### config.mk
export PLATFORM = sky130hd
export DESIGN_NAME = alu_arbiter
export DESIGN_NICKNAME = d
export VERILOG_FILES = /design/src/rtl/alu_arbiter.sv
export SDC_FILE = /design/constraint.sdc
export NUM_CORES = 1
export LEC_CHECK = 0
export BUFFER_PORTS_ARGS = -buffer_cell sky130_fd_sc_hd__buf_2
export CAP_MARGIN = 10
export CELL_PAD_IN_SITES_DETAIL_PLACEMENT = 1
export CELL_PAD_IN_SITES_GLOBAL_PLACEMENT = 2
export CORE_MARGIN = 8
export CORE_UTILIZATION = 20
export CTS_BUF_LIST = sky130_fd_sc_hd__clkbuf_8 sky130_fd_sc_hd__clkbuf_16
export DETAILED_ROUTE_END_ITERATION = 8
export PLACE_DENSITY_LB_ADDON = 0.25
export SYNTH_ARGS = -nofsm -noshare
export SYNTH_HDL_FRONTEND = slang
export SYNTH_SLANG_ARGS = --single-unit
### constraint.sdc
create_clock -name clk -period 1 [get_ports clk]
set_input_delay 0.2 -clock clk [delete_from_list [all_inputs] [get_ports clk]]
set_output_delay 0.2 -clock clk [all_outputs]
set_load 0.05 [all_outputs]
### src/rtl/alu_arbiter.sv
// Round-robin arbiter and sequencer that shares one combinational ALU
// between two requesters.
//
// state | meaning
// IDLE  | arbitrate; the granted requester sees ready and is captured
// ISSUE | captured operands settle on the ALU for one full cycle
// RESP  | registered result offered on the response channel
module alu_arbiter #(
  parameter int W   = 4,
  parameter int OPW = 4
) (
  input  logic           clk,
  input  logic           rst,
  input  logic           req0_valid,
  output logic           req0_ready,
  input  logic [OPW-1:0] req0_op,
  input  logic [W-1:0]   req0_a,
  input  logic [W-1:0]   req0_b,
  input  logic           req1_valid,
  output logic           req1_ready,
  input  logic [OPW-1:0] req1_op,
  input  logic [W-1:0]   req1_a,
  input  logic [W-1:0]   req1_b,
  output logic [OPW-1:0] alu_op,
  output logic [W-1:0]   alu_a,
  output logic [W-1:0]   alu_b,
  input  logic [W-1:0]   alu_x,
  input  logic [W-1:0]   alu_y,
  output logic           rsp_valid,
  input  logic           rsp_ready,
  output logic           rsp_id,
  output logic [W-1:0]   rsp_x,
  output logic [W-1:0]   rsp_y,
  output logic           busy
);

  typedef enum logic [1:0] {
    IDLE  = 2'd0,
    ISSUE = 2'd1,
    RESP  = 2'd2
  } state_t;

  state_t         state;
  logic           last_grant;
  logic           grant;
  logic           any_valid;
  logic [OPW-1:0] op_r;
  logic [W-1:0]   a_r;
  logic [W-1:0]   b_r;
  logic           id_r;

  // The ALU only ever sees captured operands, never live requester inputs.
  assign alu_op = op_r;
  assign alu_a  = a_r;
  assign alu_b  = b_r;
  assign rsp_id = id_r;

  // Grant selection: a lone requester wins, a tie goes to whoever lost last time.
  always_comb begin
    any_valid = req0_valid | req1_valid;
    grant     = 1'b0;
    if (req0_valid && req1_valid) begin
      grant = ~last_grant;
    end else if (req1_valid) begin
      grant = 1'b1;
    end
    req0_ready = (state == IDLE) && any_valid && !grant;
    req1_ready = (state == IDLE) && any_valid && grant;
  end

  // Sequencer: capture request, let the ALU settle, register and hold the result.
  always_ff @(posedge clk) begin
    if (rst) begin
      state      <= IDLE;
      last_grant <= 1'b1;
      op_r       <= '0;
      a_r        <= '0;
      b_r        <= '0;
      id_r       <= 1'b0;
      rsp_x      <= '0;
      rsp_y      <= '0;
      rsp_valid  <= 1'b0;
      busy       <= 1'b0;
    end else begin
      case (state)
        IDLE: begin
          if (any_valid) begin
            op_r       <= grant ? req1_op : req0_op;
            a_r        <= grant ? req1_a  : req0_a;
            b_r        <= grant ? req1_b  : req0_b;
            id_r       <= grant;
            last_grant <= grant;
            state      <= ISSUE;
            busy       <= 1'b1;
          end
        end
        ISSUE: begin
          rsp_x     <= alu_x;
          rsp_y     <= alu_y;
          rsp_valid <= 1'b1;
          state     <= RESP;
        end
        RESP: begin
          if (rsp_ready) begin
            rsp_valid <= 1'b0;
            busy      <= 1'b0;
            state     <= IDLE;
          end
        end
        default: begin
          rsp_valid <= 1'b0;
          busy      <= 1'b0;
          state     <= IDLE;
        end
      endcase
    end
  end

endmodule

-- Word-level counts from Yosys, hierarchy flattened
Index checks and enable logic that the tools add are counted.
Widths: inputs -> output; s select.
- $add $sub $neg: 0
- multipliers: 0
- div/mod/pow operators: 0
- $lt $le $gt $ge: 0
- equality and inequality tests: 4
- shifts and indexed selects: 0
- mux-type cells: 12
- bitwise logic cells: 4
- reductions and logical operators: 10
- operators by type and width (operator ; number):
    $mux 4 ; 3
    $pmux 1 s3 ; 2
    $pmux 2 s3 ; 1
    $reduce_and 2->1 ; 3
    $logic_and 1x1->1 ; 4
    $mux 1 ; 4
    $mux 2 ; 2
    $ne 2x2->1 const B ; 2
    $not 1->1 ; 3
    $reduce_and 3->1 ; 1
    $eq 2x1->1 const B ; 1
    $eq 2x2->1 const B ; 1
    $logic_not 2->1 ; 1
    $logic_not 1->1 ; 1
    $or 1x1->1 ; 1
- register bits: 26
- bits in latches: 0
- memory bits (writable): 0
- ROM bits: 0
- input bits: 37
- word-level logic and storage cells: 40
- memories kept: 0

-- Depth between registers and ports, before layout
- depth in word-level cells: 4
- mapped depth: 4
- depth with buffers taken out: 3

-- Worst setup path after synthesis
OpenSTA, ideal clock, no wires.
- kind: flip-flop to flip-flop
- start point: register state[0]
- end point: register last_grant
- setup time: 0.120 ns
- arrival time: 1.145 ns
- required time: 0.880 ns
- setup slack: -0.265 ns
- stages on the path, launching flop included: 4
- buffers on the path: 0
- clock period less this slack: 1.265 ns
- path through: dfxtp_1 nor2_2 and2_1 a211o_1
- longest elaborated chain between the ends: 2
- RTL lines (element ; line ; source):
    start, declared ; 43 ; state_t state;
    start signal, assigned ; 74 ; state <= IDLE;
    start signal, assigned ; 93 ; state <= ISSUE;
    start signal, assigned ; 101 ; state <= RESP;
    $logic_not 2->1 ; 85 ; case (state)
    $reduce_and 2->1 (no source line) ; -- ;
    end signal, assigned ; 92 ; last_grant <= grant;
    end, declared ; 44 ; logic last_grant;
Every way passes these cells.
A chain may end at the register's enable or synchronous reset.

-- Final worst setup path
- start point: register last_grant
- end point: output req0_ready
- longest elaborated chain between the ends: 4
- RTL lines (element ; line ; source):
    $not 1->1 ; 63 ; grant = ~last_grant;
    $mux 1 ; 62 ; if (req0_valid && req1_valid) begin
    $logic_not 1->1 ; 67 ; req0_ready = (state == IDLE) && any_valid && !grant;
    $logic_and 1x1->1 ; 67 ;
    end, declared ; 15 ; output logic req0_ready,
Every way passes these cells.

==> results.md <==
Routing:
- The routed wire length is 4290 µm.
- Detailed routing inserted a total of 1235 vias.
- After detailed routing, the average wire length per cell comes to 15.8 µm.
- The number of vias per cell after detailed routing is 4.54.
- After the first detailed-routing iteration, the DRC count stood at 19.
- For this run, the detailed router's first-pass iteration total came to 4.
- After detailed routing, the number of remaining DRC violations is 0.
- The number of routed nets with antenna violations is 0.

Clock tree:
- The number of buffers created by CTS is 3.
- No sink is reached through more buffers than the 2 on the longest clock path.
- The CTS tree is yes.
- Clock latency on the worst-skew pair, taken at its later pin, is 0.27 ns.
- In this run, post-CTS hold repair placed 0 buffers.
- The tree is rooted in a clkbuf_8.
- The CTS sink count is 26.
- The number of levels in the clock H-tree is 1.
- After clock tree synthesis, the clock-pin slew on the worst setup and hold paths is 0.09 ns.

Yosys:
- The top cell type by area accounts for 48.5% of the synthesized area.
- The library cell occupying the most area in the post-synthesis netlist is dfxtp_1.
- The number of enable flip-flop cells after synthesis is 0.
- The synthesized design contains 26 register bits.
- When the netlist entered floorplanning its net count stood at 169.
- The post-synthesis area per instance is 8.12 µm².
- The number of library cell types mapped by synthesis is 24.
- The number of warning messages in the yosys log is 0.
- The sequential-to-total area share from yosys stat is 48.5%.
- Of all flip-flops after synthesis, the portion carrying an async set or reset was 0%.
- In the post-synthesis netlist, the biggest area contributors are dfxtp_1 49%, nand3_1 11%, a31oi_1 7.0%.
- The synthesized cell area is 1070 µm².
- The main flop type after synthesis is dfxtp_1.
- Counting every instance in the synthesized netlist gives 132.

Power and ir drop:
- The fraction of power consumed by combinational cells is 36.7%.
- Dividing total power by cell area gives a power density of 1570 nW/µm².
- The switching power summed over all nets is 0.00109 W.
- Summing internal, switching and leakage power gives 0.00317 W.
- The cell-internal power is 0.00208 W.
- Of the total power, the share spent switching nets is 34.4%.
- The fraction of power consumed by sequential logic is 38.8%.
- The standby leakage power is 0.841 nW.
- The maximum VDD drop is 0.000497 V.
- In this run, the clock network consumes 24.5% of the power.

Hold path:
- For hold timing, the worst endpoint is rsp_y[3].
- The cell depth of the worst min-delay path is 3.
- The worst hold path begins at alu_y[3].
- The class of the worst hold path is input pin to register.

Critical path:
- The data required time at the worst endpoint is 0.80 ns.
- In this run the worst path has a maximum fanout of 3.
- The worst setup path is captured at an output port.
- By startpoint and endpoint, the worst setup path is classified as register to output port.
- In this run the critical register-to-register path is launched from state[1].
- The worst register-to-register path has a setup slack of -0.20 ns.
- The cell count of the worst reg-to-reg path is 5.
- The reg-to-reg critical path endpoint is alu_op[1].
- The most critical setup path has its startpoint at last_grant.
- At the worst endpoint, the arrival time is 1.09 ns.
- The launching element type of the critical path is a register.

Layout:
- The filler cells instantiated in the layout total 616.
- The total number of nets in the final design is 240.
- The post-route netlist has 69.3% of its cells at a drive strength greater than 1.
- The most common cell after layout, fill and taps aside is buf_2.
- The count of inserted antenna diode cells is 0.
- Leaving out fill and tap cells, the most frequent cells in the layout are 36 x buf_2, 24 x dfxtp_2, 23 x nand3_1, 16 x buf_8, 13 x buf_4.
- Compared with the post-synthesis result, the final layout area differs by 87.7%.

Placed design:
- At the end of routability-driven placement, the weighted congestion stood at 0.738.
- Once detailed placement completed, the half-perimeter wirelength came to 3100 µm.
- The number of buffer cells added on primary ports is 61.

GRT:
- Entering global routing, the biggest net connects 27 pins.
- The initial antenna violation count came to 0.
- The via count of the first global-routing pass is 1339.
- The first global-routing pass estimated 6420 µm of wire.
- The total overflow left after global routing is 0.
- The aggregate global-route resource usage is 10.6%.

Job:
- Max-cap violations in this run came to 0.

Die:
- The initial cell density of the core is 20.9%.
- The core area is 5140 µm².
- The die span in x is 89.2 µm.
- Measured along the y axis, the die boundary spans 89.2 µm.
- The number of ports placed on the die boundary is 62.
- The floorplan has 26 rows.
- The die covers 7960 µm².

STA:
- The max-slew violation count is 0.
- The routed design could run at a clock period as short as 1.29 ns.
- The post-route fraction of the period consumed by the critical path is 129%.
- The highest achievable clock rate is 0.776 GHz.
- The headroom to the max-slew limit is 57.4%.
- The total count of hold-check failures in the final report is 0.
- Setup violations remaining at the end of the flow were counted as 24.
- The clock arrives with 0.00410 ns of skew.
- In the post-route analysis, the smallest setup slack over all paths is -0.288 ns.
- Setup repair after global routing could not meet its margin everywhere.
- At the pin with the least slew margin, the transition time is 0.639 ns.
- On the final layout, the worst hold slack is 0.152 ns.

Outcome:
- The final reports fail on setup timing.
- The flow ran to the end, but the final reports show violations.
## per-stage QoR
step	setup WS, ns	setup TNS, ns	area [µm²]	util [%]	std cells
finish	-0.288	-4.18	2010	39.2	272
floorplan	-0.0420	-0.439	1100	-	132
global route	-0.331	-5.66	2010	39.2	272
global placement	-0.116	-1.45	1520	29.6	264
CTS	-0.307	-3.96	1860	36.1	270
detailed placement	-0.145	-2.12	1520	29.6	264
## power groups by stage
| stage | clock, W | sequential [W] | combinational (W) |
|---|---|---|---|
| after global placement | 0 | 0.00120 | 0.000871 |
| after detailed placement | 0 | 0.00121 | 0.000888 |
| final | 0.000776 | 0.00123 | 0.00116 |
| after CTS | 0.000812 | 0.00122 | 0.00107 |
| after floorplan | 0 | 0.00149 | 0.000319 |
| after global routing | 0.000854 | 0.00124 | 0.00123 |
## cells by family after synthesis
group           after synthesis  share of synthesized area (%)
simple gates                 55                           24.9
compound gates               39                           21.0
buf+inv                      12                           5.60
flops                        26                           48.5
## Yosys cell counts, drive strengths merged (2+ instances only)
cell    number
o21ai       13
nand2b       3
dfxtp       26
clkbuf       2
nand3       24
a21oi       10
a31oi       12
buf          9
nor2         6
nand2       16
## final cells by class
type	count	area, µm²	area share (%)
Timing Repair Buffer	77	662	32.9
Clock buffer	4	66.3	3.29
Tap cell	70	87.6	4.35
Sequential cell	26	558	27.7
Multi-Input combinational cell	94	636	31.6
Inverter	1	3.75	0.186
## worst max-delay path, cell delays in order (launching register included)
cell and delay [ns]:
dfxtp_2 0.36, nand2b_4 0.13, and3_4 0.19, buf_8 0.14
## routing by layer
| metal | GRT usage [%] | up-vias | share of wire, % |
|---|---|---|---|
| li1 | - | 607 | - |
| met4 | 2.72 | 0 | 0.35 |
| met5 | 0 | - | 0 |
| met1 | 11.3 | 586 | 40 |
| met2 | 19.5 | 40 | 52 |
| met3 | 3.40 | 2 | 7.5 |
## timing repair
action,4_1_cts,5_1_grt
gates resized for setup,91,38
pin swaps,6,6
setup buffers,2,2
setup endpoints to repair,47,47
## registers in the layout, summed over array words and instances (netlist names)
| name | cells |
|---|---|
| alu_a | 4 |
| alu_b | 4 |
| alu_op | 4 |
| rsp_x | 4 |
| rsp_y | 4 |
| state | 2 |
| busy | 1 |
| last_grant | 1 |
| rsp_id | 1 |
| rsp_valid | 1 |
## how the worst max path moves through the flow
stage,endpoint,slack [ns],depth (start not counted)
final,req0_ready,-0.29,3
after global routing,req0_ready,-0.33,3
after CTS,req0_ready,-0.31,3
after detailed placement,req0_ready,-0.15,3
after global placement,req0_ready,-0.12,3
after floorplan,alu_a[0],-0.04,4
Note: power is estimated with default switching activity, not from simulation.
